### config.mk
export PLATFORM = sky130hd
export DESIGN_NAME = rtc_bus_sequencer
export DESIGN_NICKNAME = d
export VERILOG_FILES = /design/src/rtl/rtc_bus_pkg.sv /design/src/rtl/rtc_bus_sequencer_rr_arbiter_2.sv /design/src/rtl/rtc_bus_sequencer.sv
export SDC_FILE = /design/constraint.sdc
export NUM_CORES = 1
export LEC_CHECK = 0
export CORE_UTILIZATION = 50
export DETAILED_ROUTE_END_ITERATION = 16
export PLACE_DENSITY_LB_ADDON = 0.05
export SETUP_SLACK_MARGIN = 0.3
export SLEW_MARGIN = 30
export SYNTH_ARGS = -nofsm -noshare
export SYNTH_HDL_FRONTEND = slang
export SYNTH_HIERARCHICAL = 1
export SYNTH_SLANG_ARGS = --single-unit
export TNS_END_PERCENT = 30
### constraint.sdc
create_clock -name clk -period 3.62 [get_ports clk]
set_clock_uncertainty 0.05 [all_clocks]
set_input_delay 1.086 -clock clk [delete_from_list [all_inputs] [get_ports clk]]
set_output_delay 1.086 -clock clk [all_outputs]
set_load 0.005 [all_outputs]
### src/rtl/rtc_bus_pkg.sv
// Shared definitions for the RTC multiplexed address/data bus sequencer:
// state encoding, default phase timing and RTC register map.
package rtc_bus_pkg;

  typedef enum logic [2:0] {
    ST_IDLE   = 3'd0,
    ST_ADDR   = 3'd1,
    ST_HOLD   = 3'd2,
    ST_TURN   = 3'd3,
    ST_STROBE = 3'd4,
    ST_RECOV  = 3'd5
  } state_t;

  localparam int PHASE_CYC_DEF = 5;
  localparam int RECOV_CYC_DEF = 4;

  localparam logic [7:0] RTC_SECONDS = 8'h00;
  localparam logic [7:0] RTC_MINUTES = 8'h02;
  localparam logic [7:0] RTC_HOURS   = 8'h04;
  localparam logic [7:0] RTC_DAY     = 8'h07;
  localparam logic [7:0] RTC_MONTH   = 8'h08;
  localparam logic [7:0] RTC_YEAR    = 8'h09;
  localparam logic [7:0] RTC_REG_A   = 8'h0A;
  localparam logic [7:0] RTC_REG_B   = 8'h0B;
  localparam logic [7:0] RTC_REG_C   = 8'h0C;
  localparam logic [7:0] RTC_REG_D   = 8'h0D;

endpackage

### src/rtl/rtc_bus_sequencer_rr_arbiter_2.sv
// Two-input round-robin arbiter. The pointer holds the last winner and only
// moves when the sequencer accepts a grant, so idle cycles never rotate it.
module rr_arbiter_2 (
  input  logic       clk,
  input  logic       reset,
  input  logic [1:0] req,
  input  logic       accept,
  output logic       win,
  output logic       any
);

  logic last;

  assign any = |req;

  // On contention the requester that did not win last time goes first.
  always_comb win = (req == 2'b11) ? ~last : req[1];

  always_ff @(posedge clk or posedge reset) begin
    if (reset)       last <= 1'b1;
    else if (accept) last <= win;
  end

endmodule

### src/rtl/rtc_bus_sequencer.sv
// Sequencer for the RTC multiplexed AD bus: arbitrates two requesters and runs
// each read/write through ADDR, HOLD, TURN, STROBE and RECOV with registered strobes.
module rtc_bus_sequencer
  import rtc_bus_pkg::*;
#(
  parameter int PHASE_CYC = PHASE_CYC_DEF,
  parameter int RECOV_CYC = RECOV_CYC_DEF,
  parameter int CNT_W     = 4
) (
  input  logic       clk,
  input  logic       reset,
  input  logic [1:0] req,
  input  logic [1:0] we,
  input  logic [7:0] addr0,
  input  logic [7:0] addr1,
  input  logic [7:0] wdata0,
  input  logic [7:0] wdata1,
  output logic [1:0] gnt,
  output logic [1:0] done,
  output logic [7:0] rdata,
  output logic       busy,
  input  logic [7:0] ad_in,
  output logic [7:0] ad_out,
  output logic       ad_oe,
  output logic       a_d,
  output logic       cs_n,
  output logic       rd_n,
  output logic       wr_n
);

  localparam logic [CNT_W-1:0] PH_LAST = CNT_W'(PHASE_CYC - 1);
  localparam logic [CNT_W-1:0] RC_LAST = CNT_W'(RECOV_CYC - 1);

  state_t           state;
  logic [CNT_W-1:0] cnt;
  logic             owner;
  logic             we_q;
  logic [7:0]       addr_q;
  logic [7:0]       wdata_q;

  logic arb_win;
  logic arb_any;
  logic accept;

  assign accept = (state == ST_IDLE) && arb_any;

  rr_arbiter_2 u_arb (
    .clk    (clk),
    .reset  (reset),
    .req    (req),
    .accept (accept),
    .win    (arb_win),
    .any    (arb_any)
  );

  // Every bus output is set on the edge that enters the state it belongs to.
  always_ff @(posedge clk or posedge reset) begin
    if (reset) begin
      state   <= ST_IDLE;
      cnt     <= '0;
      owner   <= 1'b0;
      we_q    <= 1'b0;
      addr_q  <= 8'h00;
      wdata_q <= 8'h00;
      gnt     <= 2'b00;
      done    <= 2'b00;
      rdata   <= 8'h00;
      busy    <= 1'b0;
      ad_out  <= 8'h00;
      ad_oe   <= 1'b0;
      a_d     <= 1'b0;
      cs_n    <= 1'b1;
      rd_n    <= 1'b1;
      wr_n    <= 1'b1;
    end else begin
      gnt  <= 2'b00;
      done <= 2'b00;
      cnt  <= cnt + 1'b1;
      case (state)
        ST_IDLE: begin
          cnt <= '0;
          if (arb_any) begin
            owner   <= arb_win;
            we_q    <= we[arb_win];
            addr_q  <= arb_win ? addr1 : addr0;
            wdata_q <= arb_win ? wdata1 : wdata0;
            gnt     <= arb_win ? 2'b10 : 2'b01;
            busy    <= 1'b1;
            a_d     <= 1'b1;
            ad_oe   <= 1'b1;
            ad_out  <= arb_win ? addr1 : addr0;
            cs_n    <= 1'b1;
            state   <= ST_ADDR;
          end
        end
        ST_ADDR: begin
          if (cnt == PH_LAST) begin
            cnt   <= '0;
            a_d   <= 1'b0;
            cs_n  <= 1'b0;
            state <= ST_HOLD;
          end
        end
        ST_HOLD: begin
          if (cnt == PH_LAST) begin
            cnt   <= '0;
            ad_oe <= we_q;
            if (we_q) ad_out <= wdata_q;
            state <= ST_TURN;
          end
        end
        ST_TURN: begin
          if (cnt == PH_LAST) begin
            cnt   <= '0;
            rd_n  <= we_q;
            wr_n  <= ~we_q;
            state <= ST_STROBE;
          end
        end
        ST_STROBE: begin
          if (cnt == PH_LAST) begin
            cnt   <= '0;
            cs_n  <= 1'b1;
            rd_n  <= 1'b1;
            wr_n  <= 1'b1;
            done  <= owner ? 2'b10 : 2'b01;
            if (!we_q) rdata <= ad_in;
            state <= ST_RECOV;
          end
        end
        ST_RECOV: begin
          // Write data is held for the first recovery cycle only.
          ad_oe <= 1'b0;
          if (cnt == RC_LAST) begin
            cnt   <= '0;
            busy  <= 1'b0;
            state <= ST_IDLE;
          end
        end
        default: begin
          cnt   <= '0;
          busy  <= 1'b0;
          a_d   <= 1'b0;
          ad_oe <= 1'b0;
          cs_n  <= 1'b1;
          rd_n  <= 1'b1;
          wr_n  <= 1'b1;
          state <= ST_IDLE;
        end
      endcase
    end
  end

endmodule

Word-level counts from Yosys, hierarchy flattened

Index checks and enable logic that the tools add are counted.

Add/subtract/negate cells: 1
Order comparisons: 1
Equal/unequal tests: 15
Multiplexer cells: 37
Bitwise gates (word level): 7
Reductions and logical operators: 18

Operator list:

| kind                                          | count |
|---|---|
| 2-to-1 mux 8 bit                              | 5 |
| 2-to-1 mux 3 bit                              | 6 |
| one-hot mux 3 bit (6 select lines)            | 1 |
| one-hot mux 8 bit (2 select lines)            | 1 |
| one-hot mux 1 bit (3 select lines)            | 5 |
| AND reduction 3 bit                           | 5 |
| inequality test 2 bit, second input constant  | 7 |
| 2-to-1 mux 2 bit                              | 6 |
| OR reduction 4 bit                            | 3 |
| 2-to-1 mux 1 bit                              | 9 |
| 2-to-1 mux 4 bit                              | 2 |
| one-hot mux 4 bit (2 select lines)            | 1 |
| AND reduction 4 bit                           | 2 |
| NOT 1 bit                                     | 7 |
| == test 3 x 2 -> 1 bit, second input constant | 2 |
| == test 3 bit, second input constant          | 2 |
| AND reduction 6 bit                           | 1 |
| OR reduction 3 bit                            | 2 |
| adder 4 x 1 -> 4 bit, second input constant   | 1 |
| == test 4 x 2 -> 1 bit, second input constant | 1 |
| == test 4 x 3 -> 1 bit, second input constant | 1 |
| one-hot mux 1 bit (4 select lines)            | 1 |
| == test 3 x 1 -> 1 bit, second input constant | 1 |
| zero test 3 bit                               | 1 |
| other kinds (6)                               | 6 |

Bits in registers: 44
Input bits: 46
Output and inout port bits: 26
Logic and storage cells: 95

Logic depth before layout (Yosys ltp)

Gate-level depths: netlist (run 1).

Depth in word-level cells: 5
Depth in mapped cells: 6
Mapped depth without buffers: 5

By module

The synthesis (run 1) kept the hierarchy.

By module, submodules not included:

| module            | times used | cells each | area an instance (um^2) | sequential area each (um^2) |
|---|---|---|---|---|
| rtc_bus_sequencer | 1          | 184        | 2,209.6                 | 1,079.8 |
| rr_arbiter_2      | 1          | 5          | 62.6                    | 26.3 |

Least setup slack after synthesis (run 1)

OpenSTA, ideal clock, no wires.

Path kind: input -> register
Start point: input req[1]
End point: register ad_out[0]
Setup time: 125 ps
Arrival: 2,400 ps
Required time: 3,445 ps
Setup slack: 1,045 ps
Cell stages on the path: 5
Buffers on the path: 1
Cell sequence: a21boi_2 > clkbuf_1 > mux2_2 > mux2_4 > mux2_4

Cells in the longest elaborated chain, start to end: 5
Elaborated cells on any way between the ends: 8
Classes of those cells: 2 x eq/ne; 4 x mux; 2 x reduce/logical

RTL lines:

| what                               | RTL line                             | text |
|---|---|---|
| start: declaration                 | rtc_bus_sequencer.sv:12              | `input logic [1:0] req,` |
| == test 2 bit                      | rtc_bus_sequencer_rr_arbiter_2.sv:17 | `always_comb win = (req == 2'b11) ? ~last : req[1];` |
| 2-to-1 mux 1 bit                   | rtc_bus_sequencer_rr_arbiter_2.sv:17 |  |
| 2-to-1 mux 8 bit                   | rtc_bus_sequencer.sv:91              | `ad_out <= arb_win ? addr1 : addr0;` |
| 2-to-1 mux 8 bit                   | rtc_bus_sequencer.sv:82              | `if (arb_any) begin` |
| one-hot mux 8 bit (2 select lines) | rtc_bus_sequencer.sv:79              | `case (state)` |
| end signal: assignment             | rtc_bus_sequencer.sv:91              |  |
| end signal: assignment             | rtc_bus_sequencer.sv:108             | `if (we_q) ad_out <= wdata_q;` |
| end: declaration                   | rtc_bus_sequencer.sv:23              | `output logic [7:0] ad_out,` |

Several ways; a longest one is shown, not always the timed one. The select of a mux whose other input is x is not followed.
A chain may end at the register's enable or synchronous reset.

Worst setup path in the final report (run 1)

Start point: input req[1]
End point: register ad_out[4]

Cells in the longest elaborated chain, start to end: 5
Elaborated cells on any way between the ends: 8
Classes of those cells: 2 x eq/ne; 4 x mux; 2 x reduce/logical

RTL lines:

| what                                 | RTL line                             | text |
|---|---|---|
| == test 2 bit                        | rtc_bus_sequencer_rr_arbiter_2.sv:17 |  |
| 2-to-1 mux 1 bit *                   | rtc_bus_sequencer_rr_arbiter_2.sv:17 |  |
| net arb_win                          | rtc_bus_sequencer.sv:41              | `logic arb_win;` |
| 2-to-1 mux 8 bit *                   | rtc_bus_sequencer.sv:91              |  |
| 2-to-1 mux 8 bit *                   | rtc_bus_sequencer.sv:82              |  |
| one-hot mux 8 bit (2 select lines) * | rtc_bus_sequencer.sv:79              |  |

The timed path passes the listed nets; every way through them passes the cells marked *. The select of a mux whose other input is x is not followed.

==> impl_results.md, run 1 <==
- Status: finished, final reports clean
- Vias post-DR: between 1.5k and 2k
- Post-Layout Cell Count: between 300 and 400
- Initial Utilization: 0.5218
- Initial DRT Pass Iterations: 4
- Largest net degree at the start of global routing: 30
- Count of flip-flops with a built-in enable after synthesis: 0
- Core area: roughly 4400 µm²
- Diodes inserted: 0
- Worst-Margin Slew: between 0.6 and 0.7 ns
- RD Place Congestion: slightly below 0.8
- WL final: 4817 µm
- CTS tree: yes
- Crit share post-route: 0.7566
- Post-synthesis sequential area ratio: 0.4868
- Setup total negative slack: 0 ns
- DP Wirelength: about 3400 µm
- Die Area: 4818 µm²
- Synth Area in XOR/XNOR: 0.01156
- Worst relative slew slack: 0.5343
- Path depth of the worst reg2reg path: 3
- CP Cell Sequence: clkdlybuf4s50_1 -> a21boi_2 -> buf_4 -> mux2_2 -> mux2_4 -> mux2_4
- Hold WC Path Type: flip-flop to flip-flop
- Worst skew pair latency: around 0.30 ns
- H-Tree Depth: 2
- Layout cell share with drive strength beyond 1: 0.2124
- Critical path class: input pin to flip-flop
- Worst path required time: between 3 and 4 ns
- Crit path arrival time: 2.88 ns
- WP buf/inv: 2
- Area growth syn-to-layout: 36.23%
- Reg2reg end: ad_out[5]$_DFFE_PP0P_
- Async S/R FF share, synth: 1.000
- Highest clock rate: 0.3651 GHz
- Routed length per instance: between 15 and 20 µm
- Row cnt: 24
- CP max FO: 20
- Yosys cell types: 49
- Slowest-stage cell, CP: clkdlybuf4s50_1
- CTS Buf Count: 5
- DRC: 0
- Vias in the first global route: roughly 1.7k
- Gr usage total: 0.2160
- Chip height: about 69 µm
- Post-synthesis simple-gate area fraction: 0.1305
- Clk sinks: 44
- Crit path to: ad_out[4]$_DFFE_PP0P_
- Adder-cell share of the synthesized area: 0.01101
- Post-synthesis compound-gate area fraction: 0.08260
- CP max stage delay: ~0.47 ns
- GRT overflow: 0
- Die Wd: slightly below 70 µm
- Nets: between 300 and 400
- Placed cells: 303
- Buffers added on ports: 71
- Leak Pwr: 1.356 nW
- Syn. warnings: 6
- Synthesized netlist cell count: around 190
- Final worst path period need: 2.739 ns
- Endpoints failing setup: 0
- CP Capture Type: flip-flop
- Final Slew Violations: 0
- Final hold violation count: 0
- First-pass GRT wire length: just over 8000 µm
- FILL cells: about 330
- Highest ir drop seen on vdd: roughly 0.00046 V
- CTS resizes: 0
- RSZ-0062 raised after global routing: no
- IO Count: 72
- Number of cells on the critical path: 6
- Crit Reg-Reg Startpoint: state[1]$_DFFE_PP0P_
- Post-route ant nets: 0
- Most used cell along the critical path: mux2_4
- Max_cap viols: 0
- Clk buf depth: 2
- Worst setup startpoint: req[1]
- Largest family of logic cells by synthesized area: multiplexers
- Post-CTS Setup Bufs: 0
- Post-CTS Hold Fix Bufs: 0
- Syn Area/Cell: 12.02 µm²
- R2R Setup Slk: 1.41 ns
- Seq cells post-synth: 44
- Post-DR vias/cell: about 5.3
- CTS root buffer: clkbuf_8
- Worst-path clk slew: about 0.09 ns
- Startpoint types: input pin
- DR iter-0 viols: 55
- Crit-path leading delay family: multiplexers
- Initial antenna violation count: 0
- Pwr/cell area: approximately 670 nW/µm²
- Top FF cell, synth: dfrtp_1
- Syn nets: 237
- Mux share of post-synthesis cell area: 0.2313
- Mapped Area: approximately 2300 µm²
per-stage QoR:
step / cell area (µm²) / power, W / worst slack [ns] / util / hold WS [ns]
detailed placement: 3003 / 0.001764 / 0.5568 / 0.6897 / 0.3762
global route: 3095 / 0.002205 / 0.8092 / 0.7109 / 0.4117
finish: 3095 / 0.002064 / 0.8812 / 0.7109 / 0.3926
floorplan: 2272 / 0.001430 / 1.045 / - / 0.3598
CTS: 3095 / 0.002085 / 0.8760 / 0.7109 / 0.3878
global placement: 3003 / 0.001734 / 0.5827 / 0.6897 / 0.3691
layout make-up:
type	count	area, µm²	share of cell area
clock buffers	5	68.82	0.02223
multi-input cells	123	1061	0.3428
well taps	52	65.06	0.02102
flip-flops and latches	44	1106	0.3573
clock inverters	3	23.77	0.007680
repair buffers	74	733.2	0.2369
inverters	10	37.54	0.01213
layout by cell type, fill, tap and decap left out, types with 2 or more instances in the layout:
cell	instances
ha_1	2
nor2b_1	2
a21oi_1	11
a32oi_1	2
or3_1	2
xnor2_1	2
a31oi_1	3
o21ai_0	2
clkdlybuf4s50_1	71
clkbuf_8	5
dfrtp_1	40
mux2_4	17
buf_4	3
mux2_2	16
nor2_1	17
dfstp_2	4
nand2_1	6
inv_1	9
and3b_1	2
mux2i_1	9
clkinvlp_4	2
nor3_1	3
flip-flops by register name, indices dropped and copies added, names as in the netlist, 2 cells and up:
signal,cells
gnt,2
cnt,4
rdata,8
state,3
done,2
ad_out,8
wdata_q,8
cells by family after synthesis:
group,after synthesis
and+or+nand+nor,48
DFF,44
muxes,42
AOI/OAI and AO/OA,28
buffers and inverters,22
xor gates and xnor gates,3
adders and majority gates,2
worst min path at each step:
stage / startpoint / endpoint / slack (ns) / cells past startpoint
4_1_cts: owner$_DFFE_PP0P_ / done[0]$_DFF_PP0_ / 0.39 / 1
6_report: owner$_DFFE_PP0P_ / done[0]$_DFF_PP0_ / 0.39 / 1
3_3_place_gp: owner$_DFFE_PP0P_ / done[0]$_DFF_PP0_ / 0.37 / 1
5_1_grt: owner$_DFFE_PP0P_ / done[0]$_DFF_PP0_ / 0.41 / 1
3_5_place_dp: owner$_DFFE_PP0P_ / done[0]$_DFF_PP0_ / 0.38 / 1
2_1_floorplan: owner$_DFFE_PP0P_ / done[0]$_DFF_PP0_ / 0.36 / 1
worst register-to-register path, cell delays in order (launching register included):
cell,delay (ns)
dfrtp_1,0.75
or3b_1,0.66
mux2_4,0.38
mux2_4,0.25
synth_stat cells, drive strengths merged (2+ instances only):
| cell | count | area share |
|---|---|---|
| o21ai | 2 | 0.0044 |
| a21oi | 11 | 0.024 |
| mux2 | 33 | 0.19 |
| or3 | 2 | 0.0055 |
| or2 | 2 | 0.0055 |
| ha | 2 | 0.011 |
| nor2 | 17 | 0.028 |
| nor2b | 2 | 0.0055 |
| a31oi | 3 | 0.0083 |
| nor3 | 3 | 0.0066 |
| nand2 | 6 | 0.0099 |
| clkbuf | 6 | 0.0099 |
| dfstp | 4 | 0.046 |
| a32oi | 2 | 0.0077 |
| xnor2 | 2 | 0.0077 |
| or3b | 2 | 0.0077 |
| and3b | 2 | 0.0077 |
| inv | 10 | 0.017 |
| dfrtp | 40 | 0.44 |
| buf | 6 | 0.020 |
| mux2i | 9 | 0.040 |
layer usage:
layer  up-vias  wire, µm  global-route usage
met3         6       242             0.05378
li1        807         -                   -
met5         -         0                   0
met1       779      2268              0.2941
met2        45      2243              0.3430
met4         0        62             0.06122
power breakdown:
group | leakage (nW) | internal (W) | switching [W]
Clock | 0.0404 | 0.000137 | 0.000180
Combinational | 0.788 | 0.000546 | 0.000329
Sequential | 0.527 | 0.000694 | 0.000179
Total | 1.36 | 0.00138 | 0.000688
No activity file was read; power rests on OpenSTA's default activity.
==> inputs of run 2 (changes only) <==
CORE_UTILIZATION = 42   (was 50)
clock period = 2.4 ns   (was 3.62 ns; I/O delays follow)
==> run 2 against run 1 <==
Compared with the run above:
- power up 60%
- sequential power is 42% higher
- critical path depth stayed put
- combinational power up 71%
- via count grew 4.3%
==> impl_results.md, run 2 (synthesis results as in run 1) <==
- H-Tree Depth: 2
- Final hold violation count: 0
- Initial antenna violation count: 0
- DRC: 0
- Final worst path period need: ~2.1 ns
- Pwr Total: 0.003293 W
- Post-route ant nets: 0
- Worst skew pair latency: roughly 0.29 ns
- Commonest non-fill, non-tap cell in the layout: clkdlybuf4s50_1
- Pwr/cell area: between 900 and 1000 nW/µm²
- GRT overflow: 0
- CTS root buffer: clkbuf_8
- Area growth syn-to-layout: 45.32%
- Largest net degree at the start of global routing: 44
- Diodes inserted: 0
- Initial DRT Pass Iterations: 4
- Vias in the first global route: 1596
- CP Capture Type: flip-flop
- Die Wd: around 76 µm
- Row cnt: 26
- Leak Pwr: roughly 1.5 nW
- Post-DR vias/cell: approximately 5
- Crit path arrival time: 2.23 ns
- Final core utilization: 0.6384
- Routed length per instance: approximately 15 µm
- Startpoint types: input pin
- Post-CTS Hold Fix Bufs: 0
- RSZ-0062 raised after global routing: yes
- Max_cap viols: 0
- DP Wirelength: ~3400 µm
- First-pass GRT wire length: between 7000 and 8000 µm
- IO Count: 72
- Initial Utilization: 0.4393
- Gr usage total: 0.1836
- Critical path class: input pin to flip-flop
- CTS tree: yes
- Worst-path clk slew: approximately 0.080 ns
- Status: finished, final reports clean
- Worst relative slew slack: 0.6505
- Clk buf depth: 2
- Layout cell share with drive strength beyond 1: 0.2407
- DR iter-0 viols: just over 70
- Clk sinks: 44
- Vias post-DR: about 1.7k
- Die Area: roughly 5700 µm²
- Core area: around 5200 µm²
- Most frequent cells in the layout: 67 x clkdlybuf4s50_1, 40 x dfrtp_1, 23 x mux2_4
- Chip height: 75.55 µm
- CTS Buf Count: 5
- Largest registers: ad_out x8, rdata x8, wdata_q x8
- Highest ir drop seen on vdd: 0.0005236 V
- WL final: about 5000 µm
- Highest clock rate: ~0.48 GHz
- Nets: 317
- Worst path required time: about 2.5 ns
- Endpoints failing setup: 0
- Worst-Margin Slew: roughly 0.52 ns
- Hold WC Path Type: flip-flop to flip-flop
- Crit share post-route: 0.8729
- RD Place Congestion: just under 0.8
- Final Slew Violations: 0
- Buffers added on ports: 71
- CP max FO: 6
[run 2: changes by cell type in the layout (fill, tap and decap cells not counted), moves of 2 or more]
| cell | delta |
|---|---|
| buf_12 | +2 |
| buf_4 | +8 |
| clkdlybuf4s50_1 | -4 |
| clkinvlp_4 | -2 |
| dlygate4sd2_1 | +2 |
| dlymetal6s2s_1 | +2 |
| mux2_2 | -6 |
| mux2_4 | +6 |
[run 2: per-layer routing]
metal  vias to the layer above  share of wire  global-route usage  wire length (µm)
met1                       828           0.45              0.2338              2230
met4                         0          0.012             0.05556                60
met2                        45           0.49              0.3046              2439
li1                        828              -                   -                 -
met3                         7          0.050             0.05291               249
met5                         -              0                   0                 0
[run 2: final timing paths]
path,from,endpoint,slack [ns],cells past startpoint
min in group asynchronous,reset,u_arb/last$_DFFE_PP1P_,0.74,2
worst max register to register,cnt[0]$_DFF_PP0_,rdata[5]$_DFFE_PP0P_,0.52,6
worst max-delay path,req[0],ad_out[2]$_DFFE_PP0P_,0.31,6
worst min register to register,owner$_DFFE_PP0P_,done[0]$_DFF_PP0_,0.39,1
worst min-delay path,owner$_DFFE_PP0P_,done[0]$_DFF_PP0_,0.39,1
max in group asynchronous,reset,rd_n$_DFFE_PP1P_,1.25,3
[run 2: worst max-delay path, stage by stage]
cell	delay (ns)
dlygate4sd2_1	0.26
a21boi_4	0.25
buf_16	0.16
mux2_2	0.33
mux2_4	0.25
mux2_4	0.25
[run 2: per-stage QoR]
stage	hold slack (ns)	cells	setup TNS, ns	setup slack (ns)	instance area (µm²)
after global placement	0.3672	329	-1.159	-0.1485	3110
after global routing	0.4058	340	0	0.2632	3302
final	0.3897	340	0	0.3052	3302
after floorplan	0.3598	189	0	0.3168	2273
after CTS	0.3833	340	0	0.2910	3297
after detailed placement	0.3731	329	-1.310	-0.1741	3110
[run 2: timing repair]
action                                  in CTS  in global routing
buffers inserted                             2                  0
endpoints found under the hold margin        0                  0
gates resized for setup                     11                  2
cloned                                       1                  0
endpoints found under the setup margin      11                  7
pin swaps                                    1                  0
[run 2: cell type report]
cell class / instances / area, µm²
clock buffer: 6 / 72.57
tap: 70 / 87.58
timing repair buffer: 85 / 863.3
inverter: 10 / 37.54
fill: 411 / 1871
clock inverter: 2 / 35.03
sequential: 44 / 1106
multi-input combinational: 123 / 1100
[run 2: power by group]
group / internal [W] / switching (W)
Sequential: 0.00105 / 0.000192
Clock: 0.000309 / 0.000245
Combinational: 0.000899 / 0.000599
==> inputs of run 3 (changes only) <==
CAP_MARGIN = 10   (was not set)
CORE_UTILIZATION = 46   (was 42)
GPL_TIMING_DRIVEN = 0   (was not set)
clock period = 1.99 ns   (was 2.4 ns; I/O delays follow)
==> run 3 against run 2 <==
Compared with the run above:
- clock-buffer cell count shrank 1
- clock power grew 26%
- utilization grew 9.1 points
- sequential power grew 20%
- via count up 3.0%
- die area fell by 8.5%
- critical path type is now flip-flop to output port
- largest cell class is now multi-input combinational cells
- highest routed layer unchanged
==> impl_results.md, run 3 (synthesis results as in run 1) <==
- DRC: 0
- Endpoints failing setup: 0
- RD Place Congestion: just over 0.8
- Pwr Total: 0.004206 W
- CTS tree: yes
- Clk buf depth: 2
- Row cnt: 25
- Psw: 0.001356 W
- Slowest-stage cell, CP: clkdlybuf4s50_1
- Max_cap viols: 0
- Crit path arrival time: around 1.2 ns
- CP max FO: 2
- Initial Utilization: 0.4811
- Sw Share: 0.3225
- Final hold violation count: 0
- Post-route ant nets: 0
- RSZ-0062 raised after global routing: yes
- Initial DRT Pass Iterations: 4
- Highest ir drop seen on vdd: between 0.0007 and 0.0008 V
- Hold WC Path Type: flip-flop to flip-flop
- Number of cells on the critical path: 1
- WP buf/inv: 1
- CP Cell Sequence: clkdlybuf4s50_1
- CP max stage delay: approximately 0.5 ns
- Worst slack, placed: -0.6924 ns
- Startpoint types: flip-flop
- Placed cells: about 330
- Crit share post-route: 0.9128
- Worst-path clk slew: around 0.090 ns
- Pint: 0.002850 W
- Largest net degree at the start of global routing: 31
- Area growth syn-to-layout: 51.54%
- Die Area: roughly 5200 µm²
- IO Count: 72
- CTS root buffer: clkbuf_8
- Worst relative slew slack: 0.6893
- Post-Layout Cell Count: between 300 and 400
- Layout cell share with drive strength beyond 1: 0.2908
- WL final: between 5000 and 6000 µm
- Most frequent cells in the layout: 62 x clkdlybuf4s50_1, 39 x dfrtp_1, 32 x mux2_4
- Worst-Margin Slew: between 0.4 and 0.5 ns
- Clk network pwr share: 0.166
- Clk sinks: 44
- Final core utilization: 0.7290
- Comb power frac: 0.481
- Leak Pwr: ~1.6 nW
- Diodes inserted: 0
- Largest registers: ad_out x8, rdata x8, wdata_q x8
- Pwr/cell area: 1222 nW/µm²
- Initial antenna violation count: 0
- DR iter-0 viols: 63
- Sequential Power Share: 0.353
- Crit-path leading delay family: buffers and inverters
- Vias in the first global route: between 1.5k and 2k
- Hold depth: 1
- Worst skew pair latency: 0.30 ns
- Final Slew Violations: 0
- Die Wd: 72.28 µm
- Routed length per instance: ~14 µm
- H-Tree Depth: 2
- First-pass GRT wire length: between 8000 and 9000 µm
- Post-DR vias/cell: between 5 and 6
- Highest clock rate: ~0.55 GHz
- Gr usage total: 0.2052
- Final WS setup: 0.1736 ns
- Final worst path period need: 1.816 ns
- DP Wirelength: about 3500 µm
- Vias post-DR: between 1.5k and 2k
- Chip height: 72.28 µm
- Buffers added on ports: between 70 and 80
- Nets: 329
- Commonest non-fill, non-tap cell in the layout: clkdlybuf4s50_1
- GRT overflow: 0
- CTS Buf Count: 5
- Path depth of the worst reg2reg path: 5
- Core area: between 4000 and 5000 µm²
- Critical path class: flip-flop to output port
- Worst path required time: about 1.3 ns
- FILL cells: roughly 330
- CP Capture Type: output port
- Status: finished, final reports clean
[run 3: power groups by stage]
stage	registers, W	logic, W	clock network, W
finish	0.00149	0.00202	0.000697
global route	0.00153	0.00221	0.000747
CTS	0.00149	0.00189	0.000717
detailed placement	0.00152	0.00180	0
global placement	0.00150	0.00177	0
floorplan	0.00148	0.00115	0
[run 3: area by class of cell]
class	instances	area (µm²)	share of cell area
Sequential cell	44	1107	0.3216
Tap cell	67	83.83	0.02435
Inverter	10	37.54	0.01090
Multi-Input combinational cell	123	1156	0.3358
Timing Repair Buffer	85	848.3	0.2464
Clock inverter	3	47.55	0.01381
Buffer	12	93.84	0.02725
Clock buffer	5	68.82	0.01999
[run 3: through the flow]
stage	instance area (µm²)	setup TNS, ns	hold WS (ns)
6_report	3443	0	0.3885
5_1_grt	3443	0	0.3974
4_1_cts	3329	0	0.3885
3_5_place_dp	3134	-12.19	0.3759
3_3_place_gp	3114	-35.84	0.3721
2_1_floorplan	2320	0	0.3598
[run 3: final timing paths]
path	start	endpoint	slack, ns
worst max-delay path	ad_out[4]$_DFFE_PP0P_	ad_out[4]	0.17
worst min-delay path	owner$_DFFE_PP0P_	done[0]$_DFF_PP0_	0.39
worst max register to register	u_arb/last$_DFFE_PP1P_	ad_out[6]$_DFFE_PP0P_	0.21
worst min register to register	owner$_DFFE_PP0P_	done[0]$_DFF_PP0_	0.39
max in group asynchronous	reset	state[2]$_DFFE_PP0P_	0.87
min in group asynchronous	reset	busy$_DFFE_PP0P_	0.56
[run 3: metal layers]
metal	track usage	share of wire
met3	0.03611	0.055
met4	0.07843	0.016
met2	0.3271	0.46
met1	0.2805	0.47
met5	0	0
[run 3: what timing repair did]
action / in CTS / in global routing
gates cloned: 1 / 0
hold endpoints to repair: 0 / 0
resized for setup: 17 / 21
buffers inserted: 7 / 5
hold buffers: 0 / 0
setup endpoints to repair: 58 / 60
pin swaps: 2 / 4
